**config.mk**
```make
export PLATFORM = sky130hd
export DESIGN_NAME = wb_bridge_slave
export DESIGN_NICKNAME = d
export VERILOG_FILES = /design/src/rtl/wb_bridge_slave.sv
export SDC_FILE = /design/constraint.sdc
export NUM_CORES = 1
export LEC_CHECK = 0
export CORE_MARGIN = 2
export CORE_UTILIZATION = 40
export CTS_BUF_LIST = sky130_fd_sc_hd__clkbuf_8
export DETAILED_ROUTE_END_ITERATION = 6
export GPL_ROUTABILITY_DRIVEN = 0
export PLACE_DENSITY = 0.79
export SETUP_SLACK_MARGIN = 0.02
export SYNTH_ARGS = -nofsm -noshare
export SYNTH_HDL_FRONTEND = slang
export SYNTH_SLANG_ARGS = --single-unit
```
**constraint.sdc**
```tcl
create_clock -name clk_i -period 2.45 [get_ports clk_i]
set_input_delay 0.49 -clock clk_i [delete_from_list [all_inputs] [get_ports clk_i]]
set_output_delay 0.49 -clock clk_i [all_outputs]
set_load 0.05 [all_outputs]
```
**src/rtl/wb_bridge_slave.sv**
```systemverilog
// wb_bridge_slave: Wishbone responder that replays one transaction at a time on an
// Ibex-style req/gnt/rvalid device port and returns a single-cycle ack or error.
//
// Ports:
//   clk_i, reset_i        clock, synchronous active-high reset
//   scyc_i .. ssel_i      Wishbone slave inputs (cycle, strobe, we, address, data, sel)
//   sstall_o              high while a transaction is in flight
//   sack_o / serr_o       one-cycle response pulses, mutually exclusive
//   sdata_o               read data, valid with sack_o
//   dev_req_o .. dev_*_o  registered device request and latched fields
//   dev_gnt_i             device grant
//   dev_rvalid_i          device response valid, qualifies dev_rdata_i and dev_err_i
module wb_bridge_slave #(
    parameter int unsigned DATA_WIDTH     = 32,
    parameter int unsigned ADDR_WIDTH     = 32,
    parameter int unsigned TIMEOUT_CYCLES = 255
) (
    input  logic                    clk_i,
    input  logic                    reset_i,
    input  logic                    scyc_i,
    input  logic                    sstb_i,
    input  logic                    swe_i,
    input  logic [ADDR_WIDTH-1:0]   saddr_i,
    input  logic [DATA_WIDTH-1:0]   sdata_i,
    input  logic [DATA_WIDTH/8-1:0] ssel_i,
    output logic                    sstall_o,
    output logic                    sack_o,
    output logic [DATA_WIDTH-1:0]   sdata_o,
    output logic                    serr_o,
    output logic                    dev_req_o,
    input  logic                    dev_gnt_i,
    output logic                    dev_we_o,
    output logic [DATA_WIDTH/8-1:0] dev_be_o,
    output logic [ADDR_WIDTH-1:0]   dev_addr_o,
    output logic [DATA_WIDTH-1:0]   dev_wdata_o,
    input  logic                    dev_rvalid_i,
    input  logic [DATA_WIDTH-1:0]   dev_rdata_i,
    input  logic                    dev_err_i
);

    // Counter is wide enough to step past TIMEOUT_CYCLES-1, so after a grant that
    // coincides with expiry it cannot match again.
    localparam int unsigned CNT_W = (TIMEOUT_CYCLES < 2) ? 1 : $clog2(TIMEOUT_CYCLES + 1);
    localparam logic [CNT_W-1:0] CNT_LAST =
        CNT_W'((TIMEOUT_CYCLES == 0) ? 0 : TIMEOUT_CYCLES - 1);
    localparam logic [CNT_W-1:0] CNT_MAX = '1;
    localparam bit TO_EN = (TIMEOUT_CYCLES != 0);

    localparam logic [1:0] S_IDLE = 2'd0;
    localparam logic [1:0] S_REQ  = 2'd1;
    localparam logic [1:0] S_RESP = 2'd2;
    localparam logic [1:0] S_ACK  = 2'd3;

    logic [1:0]              r_state;
    logic [CNT_W-1:0]        r_cnt;
    logic                    r_abort;
    logic                    r_sstall;
    logic                    r_sack;
    logic                    r_serr;
    logic [DATA_WIDTH-1:0]   r_sdata;
    logic                    r_dev_req;
    logic                    r_dev_we;
    logic [DATA_WIDTH/8-1:0] r_dev_be;
    logic [ADDR_WIDTH-1:0]   r_dev_addr;
    logic [DATA_WIDTH-1:0]   r_dev_wdata;

    logic w_accept;
    logic w_busy;
    logic w_abort;
    logic w_expire;
    logic w_timeout;

    assign w_accept = scyc_i & sstb_i & ~r_sstall;
    assign w_busy   = (r_state == S_REQ) || (r_state == S_RESP);
    // Abort also covers the cycle in which scyc_i first drops.
    assign w_abort  = r_abort | ~scyc_i;
    assign w_expire = TO_EN && (r_cnt == CNT_LAST);
    // The exiting event (gnt or rvalid) beats an expiry on the same edge.
    assign w_timeout = w_expire && (((r_state == S_REQ) && !dev_gnt_i) ||
                                    ((r_state == S_RESP) && !dev_rvalid_i));

    always_ff @(posedge clk_i) begin
        if (reset_i) begin
            r_state     <= S_IDLE;
            r_cnt       <= '0;
            r_abort     <= 1'b0;
            r_sstall    <= 1'b0;
            r_sack      <= 1'b0;
            r_serr      <= 1'b0;
            r_sdata     <= '0;
            r_dev_req   <= 1'b0;
            r_dev_we    <= 1'b0;
            r_dev_be    <= '0;
            r_dev_addr  <= '0;
            r_dev_wdata <= '0;
        end else begin
            if (w_busy) begin
                if (r_cnt != CNT_MAX) begin
                    r_cnt <= r_cnt + 1'b1;
                end
                r_abort <= w_abort;
            end

            case (r_state)
                S_IDLE: begin
                    if (w_accept) begin
                        r_state     <= S_REQ;
                        r_sstall    <= 1'b1;
                        r_dev_req   <= 1'b1;
                        r_dev_we    <= swe_i;
                        r_dev_addr  <= saddr_i;
                        r_dev_wdata <= sdata_i;
                        r_dev_be    <= ssel_i;
                        r_cnt       <= '0;
                        r_abort     <= 1'b0;
                    end
                end
                S_REQ: begin
                    if (dev_gnt_i) begin
                        r_dev_req <= 1'b0;
                        r_state   <= S_RESP;
                    end
                end
                S_RESP: begin
                    if (dev_rvalid_i) begin
                        r_state <= S_ACK;
                        r_sdata <= r_dev_we ? '0 : dev_rdata_i;
                        r_sack  <= !dev_err_i && !w_abort;
                        r_serr  <= dev_err_i && !w_abort;
                    end
                end
                S_ACK: begin
                    r_state  <= S_IDLE;
                    r_sack   <= 1'b0;
                    r_serr   <= 1'b0;
                    r_sdata  <= '0;
                    r_sstall <= 1'b0;
                    r_abort  <= 1'b0;
                end
                default: r_state <= S_IDLE;
            endcase

            // Timeout drops req without waiting for gnt; an aborted transfer skips ACK.
            if (w_timeout) begin
                r_dev_req <= 1'b0;
                r_sdata   <= '0;
                if (w_abort) begin
                    r_state  <= S_IDLE;
                    r_sstall <= 1'b0;
                    r_abort  <= 1'b0;
                end else begin
                    r_state <= S_ACK;
                    r_serr  <= 1'b1;
                end
            end
        end
    end

    assign sstall_o    = r_sstall;
    assign sack_o      = r_sack;
    assign serr_o      = r_serr;
    assign sdata_o     = r_sdata;
    assign dev_req_o   = r_dev_req;
    assign dev_we_o    = r_dev_we;
    assign dev_be_o    = r_dev_be;
    assign dev_addr_o  = r_dev_addr;
    assign dev_wdata_o = r_dev_wdata;

endmodule

```
# Word level (Yosys, flattened, before mapping)
# Cells that the tools add are included.
[word_totals] regBits=116 output_inout_bits=105 word_cells=79
[op_classes] n_mux=31 bitwise=5 n_eq_ne=11 addsub=1 reduce_logical=19
[ops] op="32-bit two-way mux" count=2
[ops] op="32-bit case mux with 2 select lines" count=1
[ops] op="8-bit two-way mux" count=4
[ops] op="1-bit two-way mux" count=13
[ops] op="2-bit two-way mux" count=5
[ops] op="1-bit case mux with 2 select lines" count=5
[ops] op="3-bit inequality test (second input constant)" count=3
[ops] op="8-bit by 1-bit adder with 8-bit output (second input constant)" count=1
[ops] op="8-bit == test (second input constant)" count=1
[ops] op="8-bit inequality test (second input constant)" count=1
[ops] op="2-bit case mux with 4 select lines" count=1
[ops] op="2-bit inequality test (second input constant)" count=3
[ops] op="3-bit AND reduction" count=2
[ops] op="1-bit logical AND" count=5
[ops] op="2-bit == test (second input constant)" count=2
[ops] op="1-bit zero test" count=4
[ops] op="2-bit AND reduction" count=2
[ops] op="2-bit nonzero test" count=2
[ops] op="1-bit bitwise AND" count=2
[ops] op="2-bit by 1-bit == test with 1-bit output (second input constant)" count=1
[ops] op="2-bit zero test" count=1
[ops] op="1-bit logical OR" count=2
[ops] op="1-bit inverter" count=2
[ops] op="2-bit OR reduction" count=1
[ops] op="1-bit OR" count=1

# Longest topological paths before layout
[logic_depth] word_depth=8 mapped_depth=8 ltp_nobuf=6

# Worst setup path before layout
# Ideal clock, no wire load.
[synth_path] path_type="register to register" startpoint="reg r_sstall (netlist: sstall_o)" endpoint="reg r_dev_addr[0] (netlist: dev_addr_o[0])" setup_slack_ns=0.738 period_less_slack_ns=1.712 path_buffers=2 path_stages_with_launch=7 arrival_ns=1.641 setup_time_ns=0.070 cell_sequence="dfxtp_1 -> and3b_1 -> nand2_1 -> buf_2 -> buf_2 -> nand2_1 -> a21oi_1"
[synth_between] elab_chain_len=3
[synth_lines] element="start, declared" line="57" source="logic r_sstall;"
[synth_lines] element="start signal, assigned" line="87" source="r_sstall <= 1'b0;"
[synth_lines] element="start signal, assigned" line="108" source="r_sstall <= 1'b1;"
[synth_lines] element="start signal, assigned" line="137" source="r_sstall <= 1'b0;"
[synth_lines] element="1-bit inverter" line="73" source="assign w_accept = scyc_i & sstb_i & ~r_sstall;"
[synth_lines] element="1-bit bitwise AND" line="73"
[synth_lines] element="2-bit AND reduction (no line)"
[synth_lines] element="end signal, assigned" line="111" source="r_dev_addr <= saddr_i;"
[synth_lines] element="end, declared" line="64" source="logic [ADDR_WIDTH-1:0] r_dev_addr;"
# Every way passes these cells.
# A chain may end at the register's enable or synchronous reset.

# Final worst setup path
[layout_path] startpoint="reg r_sstall (netlist: sstall_o)" endpoint="out sstall_o"
[layout_lines] element="end, declared" line="26" source="output logic sstall_o,"
# No word-level cell between the ends.

==> flow_summary.yaml <==
timing:
  skew_ps: 6.93
  finalCriticalPeriod_ps: 2200
  hold_viol_final: 0
  fin_ws_ps: 252
  rsz0062_at_grt: "no"
  finalMaxSlewViolations: 0
  period_share: 0.897
  maxSlewHeadroom: 0.600
  worstMarginPinSlew_ps: 600
  setup_violations: 0
  fin_setup_tns_ps: 0
  max_freq_mhz: 455
global_route:
  grt_pass1_wl_mm: 19.3
  use_met1: 0.227
  grt_usage: 0.209
  globalRouteMet3Util: 0.0699
  grt_busiest_layer: "met2"
  grt_pass1_vias: 4214
  overflow: 0
  antenna_found_initial: 0
  grt_max_degree: 46
  use_met2: 0.364
clocking:
  clk_latency_ps: 420
  hold_buffers: 0
  clock-sinks: 116
  clkTransAtPathRegs_ps: 70
  cts_buffers: 17
  cts-resized-gates: 0
  cts_setup_buffers: 0
  cts.htree.levels: 4
  clock-root-buffer: "clkbuf_8"
  cts_tree: "yes"
  clk_path_buf_depth: 2
die:
  initial_core_util: 0.406
  pin_count: 213
  dieArea_um2: 11800
  die_w_um: 108
  dieHeight_um: 108
  rows: 38
  core_area_um2: 10700
synth:
  synth_compound_area_frac: 0.157
  synth_top_family_by_area: "simple AND/OR/NAND/NOR gates"
  synth_xor_xnor_area_share: 0.00401
  synthMuxAreaShare: 0.00487
  yosysTopAreaCellShare: 0.532
  syn_area_um2: 4370
  synth_adder_area_share: 0.0201
  ys_top_cells_by_area: "dfxtp_1 53%, nand2_1 15%, a21oi_1 12%"
  yosys_warnings: 0
  synthDistinctLibCells: 41
  ys_seq_elements: 116
  seq_area_frac_synth: 0.532
  syn_inst: 546
  netlist.top_cell.by_area: "dfxtp_1"
  avgSynthCellArea_um2: 8.00
  synth-simple-area-share: 0.240
  synth_fp_nets: 661
cells_and_area:
  post-route-util: 0.652
  area_growth_pct: 60.4
  final_area_um2: 7000
  n_antenna_cell: 0
  drive_above_1_share: 0.0683
  fin_nets: 863
setup_path:
  crit_chain: "clkdlybuf4s50_1"
  criticalPathCategory: "reg -> out"
  required_ps: 1960
  crit_fanout: 4
  reg2reg_to: "r_cnt[5]$_SDFF_PP0_"
  crit_slowest_cell: "clkdlybuf4s50_1"
  path_delay_family: "buffers and inverters"
  crit_start: "sstall_o$_SDFF_PP0_"
  start_kind: "flop"
  critPathMaxStageDelay_ps: 870
  crit_arrival_ps: 1710
  cp_num_buf_inv: 1
  reg2reg_depth: 6
  regToRegSetupSlack_ps: 470
  r2r-start: "r_state[0]$_SDFFE_PP0P_"
  worstSetupEndpointType: "primary output"
power:
  p_per_area_nw_per_um2: 884
  ir_drop_v: 0.000472
  total_power_mw: 6.19
  power.leakage_nw: 2.42
detailed_routing:
  wl_per_cell_um: 13.9
  drc: 0
  ant_nets: 0
  vias_per_cell: 4.93
  initialDrtViolationCount: 260
  vias: 4442
  dr.pass1.iters: 5
  finalWirelength_mm: 12.5
worst_hold_path:
  hold_start: "dev_addr_o[30]$_SDFFE_PP0P_"
  hold_end: "dev_addr_o[30]$_SDFFE_PP0P_"
  hold_path.class: "reg -> reg"
  hold_path_depth: 2
run_status:
  status: "finished clean"
placement:
  port_buffers: 212
  hpwl_mm: 9.17
  placed_cell_area_um2: 6610
  pre_cts_slack_ps: 392
run:
  drv_cap: 0
cells by family (layout without fill, tap and decap cells):
| logic type | Yosys count | in the layout |
|---|---|---|
| buffers and inverters | 45 | 260 |
| AO/OA/AOI/OAI | 128 | 128 |
| AND/OR/NAND/NOR | 246 | 246 |
| adder cells (fa/ha/maj) | 7 | 7 |
| multiplexers | 2 | 2 |
| XOR/XNOR | 2 | 2 |
| flip-flops | 116 | 116 |
sequential cells by signal, summed over array words and instances (netlist names):
register     cells
dev_addr_o      32
dev_wdata_o     32
sdata_o         32
r_cnt            8
dev_be_o         4
r_state          2
dev_req_o        1
dev_we_o         1
r_abort          1
sack_o           1
serr_o           1
sstall_o         1
through the flow:
step / hold WS (ps) / std cells
after floorplan: 469 / 546
after global placement: 437 / 869
after detailed placement: 447 / 869
after CTS: 447 / 901
after global routing: 459 / 901
final: 454 / 901
cell usage in the layout (no fill, tap or decap), types with 3 or more instances in the layout:
master,instances
clkdlybuf4s50_1,211
nand2_1,176
dfxtp_1,116
a21oi_1,108
nand3_1,37
clkbuf_8,19
nor2_1,11
inv_1,7
ha_1,7
buf_4,7
clkinvlp_4,6
nand2b_1,4
clkinv_2,4
o211ai_1,3
a211oi_1,3
o21ai_0,3
synth_stat cells:
cell type,instances
clkbuf_2,1
buf_2,8
nand2_1,177
nor4_1,2
nor3_2,1
o21bai_1,2
a211oi_1,3
nand3_1,37
and2_1,1
xnor2_1,1
nand2b_1,4
a22oi_1,2
o22ai_1,1
or3_1,1
ha_1,7
nor3_1,1
nand4_2,1
mux2i_1,1
a41oi_1,1
xor2_1,1
a31oi_1,2
or2b_1,1
nand4_1,1
or2_2,1
clkbuf_1,28
a2111oi_0,1
mux2_2,1
and4_2,1
nor2_1,12
or3_4,1
o21ai_0,3
buf_4,1
o211ai_1,3
and3b_1,1
inv_1,7
a21oi_1,108
nand3b_1,1
o21bai_2,1
o31ai_1,1
and4_1,2
dfxtp_1,116
worst max-delay path by stage:
stage	endpoint	cells past startpoint
global placement	r_state[1]$_SDFFE_PP0P_	5
CTS	sstall_o	1
detailed placement	r_state[1]$_SDFFE_PP0P_	5
finish	sstall_o	1
global route	sstall_o	1
floorplan	dev_addr_o[0]$_SDFFE_PP0P_	6
layer usage:
metal,vias to the layer above,share of wire
met4,0,0.024
met1,2032,0.39
met5,-,0
li1,2228,-
met3,27,0.074
met2,155,0.51
where the power goes:
group / internal [mW] / total (mW) / switching (mW)
combinational: 0.785 / 2.22 / 1.44
sequential: 2.12 / 2.26 / 0.136
clock: 0.948 / 1.71 / 0.762
total: 3.85 / 6.19 / 2.34
cell type report:
type                    count  area (µm²)
repair buffers            221        2210
flip-flops and latches    116        2320
well taps                 140         175
inverters                   7        26.3
fillers                   914        3740
clock inverters            13         134
multi-input cells         385        1870
clock buffers              19         262
(Power assumes the default switching activity.)
